**config.mk**
```make
export PLATFORM = sky130hd
export DESIGN_NAME = usb_tx_packetizer
export DESIGN_NICKNAME = d
export VERILOG_FILES = /design/src/rtl/usb_pkg.sv /design/src/rtl/usb_tx_bit_encoder.sv /design/src/rtl/usb_tx_packetizer.sv
export SDC_FILE = /design/constraint.sdc
export NUM_CORES = 1
export LEC_CHECK = 0
export BUFFER_PORTS_ARGS = -buffer_cell sky130_fd_sc_hd__buf_2
export CORE_MARGIN = 1
export CORE_UTILIZATION = 55
export DETAILED_ROUTE_END_ITERATION = 10
export GPL_TIMING_DRIVEN = 0
export PLACE_DENSITY = 0.81
export SKIP_CTS_REPAIR_TIMING = 1
export SLEW_MARGIN = 5
export SYNTH_ARGS = -nofsm -noshare
export SYNTH_HDL_FRONTEND = slang
export SYNTH_SLANG_ARGS = --single-unit
```
**constraint.sdc**
```tcl
create_clock -name clk -period 3.2 [get_ports clk]
set_clock_uncertainty 0.2 [all_clocks]
set_input_delay 0.8 -clock clk [delete_from_list [all_inputs] [get_ports clk]]
set_output_delay 0.8 -clock clk [all_outputs]
set_load 0.01 [all_outputs]
```
**src/rtl/usb_pkg.sv**
```systemverilog
// Shared types and constants for the USB full-speed transmit path.
package usb_pkg;

    typedef enum logic [2:0] {
        TX_NONE  = 3'd0,
        TX_DATA0 = 3'd1,
        TX_DATA1 = 3'd2,
        TX_ACK   = 3'd3,
        TX_NAK   = 3'd4,
        TX_STALL = 3'd5
    } tx_packet_t;

    typedef enum logic [2:0] {
        ST_IDLE,
        ST_SYNC,
        ST_PID,
        ST_DATA,
        ST_CRC,
        ST_EOP
    } tx_state_t;

    typedef enum logic [1:0] {
        SYM_RAW,
        SYM_SE0,
        SYM_J
    } line_sym_t;

    localparam logic [7:0]  PID_DATA0  = 8'hC3;
    localparam logic [7:0]  PID_DATA1  = 8'h4B;
    localparam logic [7:0]  PID_ACK    = 8'hD2;
    localparam logic [7:0]  PID_NAK    = 8'h5A;
    localparam logic [7:0]  PID_STALL  = 8'h1E;
    localparam logic [7:0]  SYNC_BYTE  = 8'h80;
    localparam logic [15:0] CRC16_POLY = 16'h8005;
    localparam logic [15:0] CRC16_INIT = 16'hFFFF;

    // Line states as {dplus, dminus}
    localparam logic [1:0] LINE_J   = 2'b10;
    localparam logic [1:0] LINE_K   = 2'b01;
    localparam logic [1:0] LINE_SE0 = 2'b00;

    function automatic logic [7:0] pid_byte(input tx_packet_t p);
        case (p)
            TX_DATA0: return PID_DATA0;
            TX_DATA1: return PID_DATA1;
            TX_ACK:   return PID_ACK;
            TX_NAK:   return PID_NAK;
            TX_STALL: return PID_STALL;
            default:  return 8'h00;
        endcase
    endfunction

    function automatic logic [15:0] crc16_step(input logic [15:0] crc, input logic b);
        logic fb;
        fb = b ^ crc[15];
        return {crc[14:0], 1'b0} ^ (fb ? CRC16_POLY : 16'h0000);
    endfunction

    function automatic logic [1:0] nrzi_toggle(input logic [1:0] line);
        return (line == LINE_J) ? LINE_K : LINE_J;
    endfunction

endpackage

```
**src/rtl/usb_tx_bit_encoder.sv**
```systemverilog
// Line-bit engine: bit-period down-counter, NRZI line register and bit stuffing.
// A symbol is consumed (take) only on a period boundary when no stuff bit is owed.
module usb_tx_bit_encoder
    import usb_pkg::*;
#(
    parameter int CLKS_PER_BIT = 4
) (
    input  logic      clk,
    input  logic      rst,
    input  logic      sym_valid,
    input  line_sym_t sym_kind,
    input  logic      sym_raw,
    output logic      take,
    output logic      bit_done,
    output logic      dplus,
    output logic      dminus
);

    localparam int TW = $clog2(CLKS_PER_BIT);
    localparam logic [TW-1:0] LAST = TW'(CLKS_PER_BIT - 1);

    logic [TW-1:0] timer;
    logic [2:0]    ones;
    logic [1:0]    line;
    logic          busy;
    logic          boundary;
    logic          stuff;

    assign boundary        = (timer == '0);
    assign stuff           = boundary && (ones == 3'd6);
    assign take            = boundary && !stuff && sym_valid;
    assign bit_done        = boundary && busy;
    assign {dplus, dminus} = line;

    always_ff @(posedge clk) begin
        if (rst) begin
            timer <= '0;
            ones  <= '0;
            line  <= LINE_J;
            busy  <= 1'b0;
        end else if (!boundary) begin
            timer <= timer - 1'b1;
        end else if (stuff) begin
            line  <= nrzi_toggle(line);
            ones  <= '0;
            timer <= LAST;
            busy  <= 1'b1;
        end else if (sym_valid) begin
            timer <= LAST;
            busy  <= 1'b1;
            case (sym_kind)
                SYM_RAW: begin
                    if (sym_raw) begin
                        ones <= ones + 1'b1;
                    end else begin
                        line <= nrzi_toggle(line);
                        ones <= '0;
                    end
                end
                SYM_SE0: begin
                    line <= LINE_SE0;
                    ones <= '0;
                end
                default: begin
                    line <= LINE_J;
                    ones <= '0;
                end
            endcase
        end else begin
            busy <= 1'b0;
        end
    end

endmodule

```
**src/rtl/usb_tx_packetizer.sv**
```systemverilog
// USB full-speed TX packetizer: SYNC, PID, payload, CRC16, EOP onto D+/D-.
// Optional statistics counters are built when USB_TX_STATS_EN is defined.
//   state   | meaning
//   IDLE    | line J; waiting for a command (or finishing the EOP J bit)
//   SYNC    | sending SYNC bits 1..7
//   PID     | sending the PID byte
//   DATA    | sending payload bytes, fetching the next one during bit 7
//   CRC     | sending ~crc, bit 15 first
//   EOP     | SE0, SE0, J
module usb_tx_packetizer
    import usb_pkg::*;
#(
    parameter int CLKS_PER_BIT  = 4,
    parameter int MAX_PKT_BYTES = 64
) (
    input  logic        clk,
    input  logic        rst,
    input  logic [2:0]  tx_packet,
    input  logic [6:0]  buffer_occupancy,
    input  logic [7:0]  tx_packet_data,
    output logic        get_tx_packet_data,
    output logic        dplus_out,
    output logic        dminus_out,
    output logic        tx_transfer_active,
`ifdef USB_TX_STATS_EN
    output logic [15:0] pkt_count,
    output logic [15:0] byte_count,
`endif
    output logic        tx_error
);

    localparam logic [6:0] MAX_BYTES = 7'(MAX_PKT_BYTES);

    tx_state_t  state, state_nxt;
    tx_packet_t pid_q;
    logic [3:0]  bit_idx;
    logic [6:0]  bytes_left;
    logic [7:0]  data_q;
    logic [7:0]  pid_bits;
    logic [15:0] crc;
    logic        active_q;
    logic        get_q;
    logic        error_q;
    logic        sym_valid;
    line_sym_t   sym_kind;
    logic        sym_raw;
    logic        take;
    logic        bit_done;
    logic        cmd_legal;
    logic        is_data;

    assign cmd_legal = (tx_packet >= 3'd1) && (tx_packet <= 3'd5);
    assign is_data   = (pid_q == TX_DATA0) || (pid_q == TX_DATA1);
    assign pid_bits  = pid_byte(pid_q);

    usb_tx_bit_encoder #(.CLKS_PER_BIT(CLKS_PER_BIT)) u_enc (
        .clk      (clk),
        .rst      (rst),
        .sym_valid(sym_valid),
        .sym_kind (sym_kind),
        .sym_raw  (sym_raw),
        .take     (take),
        .bit_done (bit_done),
        .dplus    (dplus_out),
        .dminus   (dminus_out)
    );

    always_comb begin
        state_nxt = state;
        sym_valid = 1'b0;
        sym_kind  = SYM_RAW;
        sym_raw   = 1'b0;
        case (state)
            ST_IDLE: begin
                // active_q still high means the EOP J bit is on the line
                if (!active_q && cmd_legal) begin
                    sym_valid = 1'b1;
                    sym_raw   = SYNC_BYTE[0];
                    if (take) state_nxt = ST_SYNC;
                end
            end
            ST_SYNC: begin
                sym_valid = 1'b1;
                sym_raw   = SYNC_BYTE[bit_idx[2:0]];
                if (take && bit_idx == 4'd7) state_nxt = ST_PID;
            end
            ST_PID: begin
                sym_valid = 1'b1;
                sym_raw   = pid_bits[bit_idx[2:0]];
                if (take && bit_idx == 4'd7) begin
                    if (!is_data)              state_nxt = ST_EOP;
                    else if (bytes_left != '0) state_nxt = ST_DATA;
                    else                       state_nxt = ST_CRC;
                end
            end
            ST_DATA: begin
                sym_valid = 1'b1;
                sym_raw   = (bit_idx == 4'd0) ? tx_packet_data[0] : data_q[bit_idx[2:0]];
                if (take && bit_idx == 4'd7 && bytes_left <= 7'd1) state_nxt = ST_CRC;
            end
            ST_CRC: begin
                sym_valid = 1'b1;
                sym_raw   = ~crc[4'd15 - bit_idx];
                if (take && bit_idx == 4'd15) state_nxt = ST_EOP;
            end
            ST_EOP: begin
                sym_valid = 1'b1;
                sym_kind  = (bit_idx < 4'd2) ? SYM_SE0 : SYM_J;
                if (take && bit_idx == 4'd2) state_nxt = ST_IDLE;
            end
            default: state_nxt = ST_IDLE;
        endcase
    end

    always_ff @(posedge clk) begin
        if (rst) begin
            state      <= ST_IDLE;
            pid_q      <= TX_NONE;
            bit_idx    <= '0;
            bytes_left <= '0;
            data_q     <= '0;
            crc        <= CRC16_INIT;
            active_q   <= 1'b0;
            get_q      <= 1'b0;
            error_q    <= 1'b0;
        end else begin
            state   <= state_nxt;
            get_q   <= 1'b0;
            error_q <= (state == ST_IDLE) && !active_q && (tx_packet >= 3'd6);
            if (take) begin
                if (state == ST_IDLE)
                    bit_idx <= 4'd1;
                else if (state_nxt != state || (state == ST_DATA && bit_idx == 4'd7))
                    bit_idx <= '0;
                else
                    bit_idx <= bit_idx + 1'b1;
            end
            if (state == ST_IDLE && take) begin
                pid_q      <= tx_packet_t'(tx_packet);
                bytes_left <= (buffer_occupancy > MAX_BYTES) ? MAX_BYTES : buffer_occupancy;
                crc        <= CRC16_INIT;
                active_q   <= 1'b1;
            end
            if (state == ST_PID && take && bit_idx == 4'd7 && is_data && bytes_left != '0)
                get_q <= 1'b1;
            if (state == ST_DATA && take) begin
                crc <= crc16_step(crc, sym_raw);
                if (bit_idx == 4'd0) data_q <= tx_packet_data;
                if (bit_idx == 4'd7) begin
                    bytes_left <= bytes_left - 1'b1;
                    if (bytes_left > 7'd1) get_q <= 1'b1;
                end
            end
            if (state == ST_IDLE && bit_done) active_q <= 1'b0;
        end
    end

    assign get_tx_packet_data = get_q;
    assign tx_transfer_active = active_q;
    assign tx_error           = error_q;

`ifdef USB_TX_STATS_EN
    always_ff @(posedge clk) begin
        if (rst) begin
            pkt_count  <= '0;
            byte_count <= '0;
        end else begin
            if (state == ST_IDLE && bit_done) pkt_count <= pkt_count + 1'b1;
            if (state == ST_DATA && take && bit_idx == 4'd7) byte_count <= byte_count + 1'b1;
        end
    end
`else
    // statistics counters not built
`endif

endmodule

```
==> results.md <==
Detailed routing:
- The first detailed-routing pass took 8 iterations.
- After detailed routing, the average wire length per cell comes to ~16 µm.
- The overall routed net length is ~7500 µm.
- Once detail routing completed, the nets flagged for antenna violations numbered 0.
- The starting DRC count in detailed routing is around 270.
- The mean number of vias per cell is between 6 and 7.
- Across all layers, the routed design uses approximately 2900 vias.
- The number of design rule violations left after detail routing is 0.

Pwr:
- The leakage power total is 0.001331 µW.
- The worst ir drop on vdd is between 0.3 and 0.4 mV.
- The areal power density over the cells is around 610 nW/µm².

Clock tree:
- The clock passes through at most 2 buffers.
- The root buffer cell is clkbuf_8.
- Clock tree synthesis found a total of 53 sinks.
- After clock tree synthesis, the clock-pin slew on the worst setup and hold paths is roughly 0.1 ns.
- The later pin in the worst-skew pair is clocked with a latency of ~0.31 ns.
- Clock tree synthesis inserted a total of 5 buffers.
- The H-tree was split into 2 levels.
- The TritonCTS clock tree is built.

Timing:
- The fmax is 350.9 MHz.
- For the pin with the worst max-slew slack, the measured transition is around 0.64 ns.
- The number of slew-limit violations in the final report is 0.
- After layout, the worst path uses 89.06% of the clock period.
- The clock period minus worst slack is ~2.8 ns.
- The final-report setup violation count is 0.
- The normalized max-slew margin is 57.30%.
- The post-route worst hold slack is about 0.26 ns.
- The final hold violation count is 0.
- Setup repair after global routing left no endpoint under its margin.
- The setup TNS is 0 ns.

Floorplanning:
- The floorplan row count is 26.
- The die covers approximately 5700 µm².
- The core area is between 5000 and 6000 µm².
- The floorplan die height is roughly 76 µm.
- The effective utilization at floorplan is between 50% and 60%.
- In this run the horizontal extent of the chip is about 76 µm.
- The number of top-level pins is 25.

Synthesis:
- The number of enable flip-flop cells after synthesis is 0.
- Dividing the synthesized area by the synthesized cell count gives 8.219 µm².
- The share of synthesized area in the top cell type comes to 35.66%.
- Among all cell types in the netlist, the one instantiated most often is dfxtp_1.
- The Yosys step of the flow raised 0 warnings.
- The post-synthesis share of cell area spent on xor and xnor gates is approximately 1.3%.
- The top cell type by total area after synthesis is dfxtp_1.
- The count of unique library cells instantiated by Yosys is 58.
- The share of cell area taken by muxes after synthesis is 8.032%.
- The most used flip-flop cell after synthesis is dfxtp_1.
- By area the synthesized netlist is led by dfxtp_1, nor2_1, nand2_1.
- Synthesis inferred 53 register bits.
- After synthesis the cells add up to about 3000 µm².
- Of the total synthesized cell area, the portion taken by full adders, half adders and majority gates is 2.944%.
- The number of nets produced by synthesis is 389.
- Synthesis handed over a netlist of between 300 and 400 instances.
- The dominant combinational cell family by area after synthesis is simple AND/OR/NAND/NOR gates.
- The synthesized netlist devotes approximately a quarter of its cell area to simple gates.
- The sequential area share after synthesis is 35.66%.
- Ranked by instance count, the synthesized netlist is headed by dfxtp_1, nor2_1, nand2_1.
- The proportion of synthesized flip-flops having asynchronous set or reset is 0%.
- The synthesized-area fraction occupied by ao, oa, aoi and oai cells is 20.35%.

Worst setup path:
- STA puts the critical path data arrival time at 2.83 ns.
- The timing startpoint of the critical path is u_enc.timer[0]$_SDFFE_PP0P_.
- The flop-to-flop setup slack is 0.35 ns.
- The data required time at the worst endpoint is 3.18 ns.
- The startpoint type of the worst setup path is a register.
- The biggest fanout along the worst timing path is 10.
- The start of the worst register-to-register path is u_enc.timer[0]$_SDFFE_PP0P_.
- STA classifies the critical path endpoint as a register.
- The kind of critical path is register to register.

Place:
- Port buffering added 24 buffers.
- Routability-driven placement finished with a final weighted congestion of a little under 1.
- The placed wire-length estimate is between 5000 and 6000 µm.

GRT:
- The number of global-route vias before repair is roughly 2600.
- The number of antenna violations at the first check in global routing is 0.
- The maximum number of pins on one net before global-route repair is 17.
- The wire length of the first global-routing pass is roughly 12000 µm.
- Global routing finished with a remaining overflow of 0.
- Global routing used between 20% and 30% of the available tracks across all layers.

Layout:
- In the final design database the tool counted 420 nets.
- Compared with the post-synthesis result, the final layout area differs by 11.48%.
- 0 antenna diodes ended up in the layout.
- The fraction of final layout cells with drive strength greater than 1 is 13.71%.

Outcome:
- The flow ran to the end, and the final reports show no timing, DRC or antenna violations.

Run:
- The count of max-cap constraint violations is 0.

Hold path:
- In this run the most critical hold path is launched from u_enc.busy$_SDFFE_PP0P_.
- The type of the worst min-delay path is register to register.
-- per-layer routing --
metal	up-vias	track usage, %	routed length [µm]
li1	1374	-	-
met1	1364	39.00	3405
met2	121	44.25	3460
met3	20	5.159	470
met4	0	9.259	176
met5	-	0	0
-- power breakdown --
| group | internal [µW] | switching (µW) | leakage, µW |
|---|---|---|---|
| sequential | 729 | 61.0 | 0.000430 |
| combinational | 254 | 444 | 0.000833 |
| clock | 311 | 231 | 0.0000681 |
-- placed cells by master (no fill, tap or decap), types with 2 or more instances in the layout --
master     count
buf_2         30
o21ai_0       12
bufinv_16      2
a21oi_1       23
nor3b_1        3
and3_1         3
o2111ai_1      2
a41oi_1        2
nand2_1       33
or3_1          5
dfxtp_1       53
inv_1         14
nand3_1        9
a311oi_1       2
o31ai_1        2
nor2_1        42
a31oi_1        5
clkbuf_1      17
a22oi_1        3
clkbuf_8       5
nor2b_1        4
mux2i_1       10
nand3b_1       3
o311ai_0       3
nand2b_1       6
nor3_1        24
and4_1         2
a211oi_1       9
a21boi_0       2
or2_2          3
o21bai_1      13
ha_1           7
xnor2_1        2
nor4_1         5
mux4_2         5
or4_1          2
nand4b_1       2
and3b_1        2
-- cell type report --
class                      count  area (µm²)
inverter                      14       52.55
fill                         467        1856
sequential                    53        1061
clock buffer                   5       68.82
tap                           70       87.58
timing repair buffer          24       120.1
clock inverter                 3       65.06
multi-input combinational    270        1753
buffer                        25       108.9
-- registers in the layout (all words and copies together) (netlist names), named ones only --
register	count
bit_idx	4
bytes_left	7
crc	16
data_q	8
get_tx_packet_data	1
pid_q	3
state	3
tx_error	1
tx_transfer_active	1
u_enc.busy	1
u_enc.line	2
u_enc.ones	3
u_enc.timer	2
-- path summary, 6_finish.rpt --
path                                     endpoint  cells after the start
hold / removal    tx_transfer_active$_SDFFE_PP0P_                      1
hold reg to reg   tx_transfer_active$_SDFFE_PP0P_                      1
setup / recovery         bytes_left[4]$_SDFF_PP0_                      9
setup reg to reg         bytes_left[4]$_SDFF_PP0_                      9
-- stage by stage --
step | total power (µW) | area (µm²) | utilization, % | setup WS [ns] | std cells
floorplan | 1296 | 2975 | - | 0.5659 | 362
global placement | 1471 | 3183 | 61.54 | 0.1451 | 456
detailed placement | 1488 | 3183 | 61.54 | 0.09576 | 456
CTS | 2024 | 3317 | 64.13 | 0.3767 | 464
global route | 2146 | 3317 | 64.13 | 0.02163 | 464
finish | 2029 | 3317 | 64.13 | 0.3501 | 464
-- cell families after synthesis --
family | Yosys count
fa+ha+maj | 7
xor+xnor | 3
compound gates | 89
simple gates | 155
mux | 16
flops | 53
buf+inv | 39
-- worst max-delay path: stages, from the launching register on --
cell and delay, ns:
dfxtp_1 0.32, inv_1 0.07, ha_1 0.14, buf_2 0.18, a21boi_0 0.28, buf_2 0.28, nand3_1 0.21, nor4b_1 0.52
nor3_1 0.08, a2111oi_0 0.43
Power figures use the tool's default switching activity.
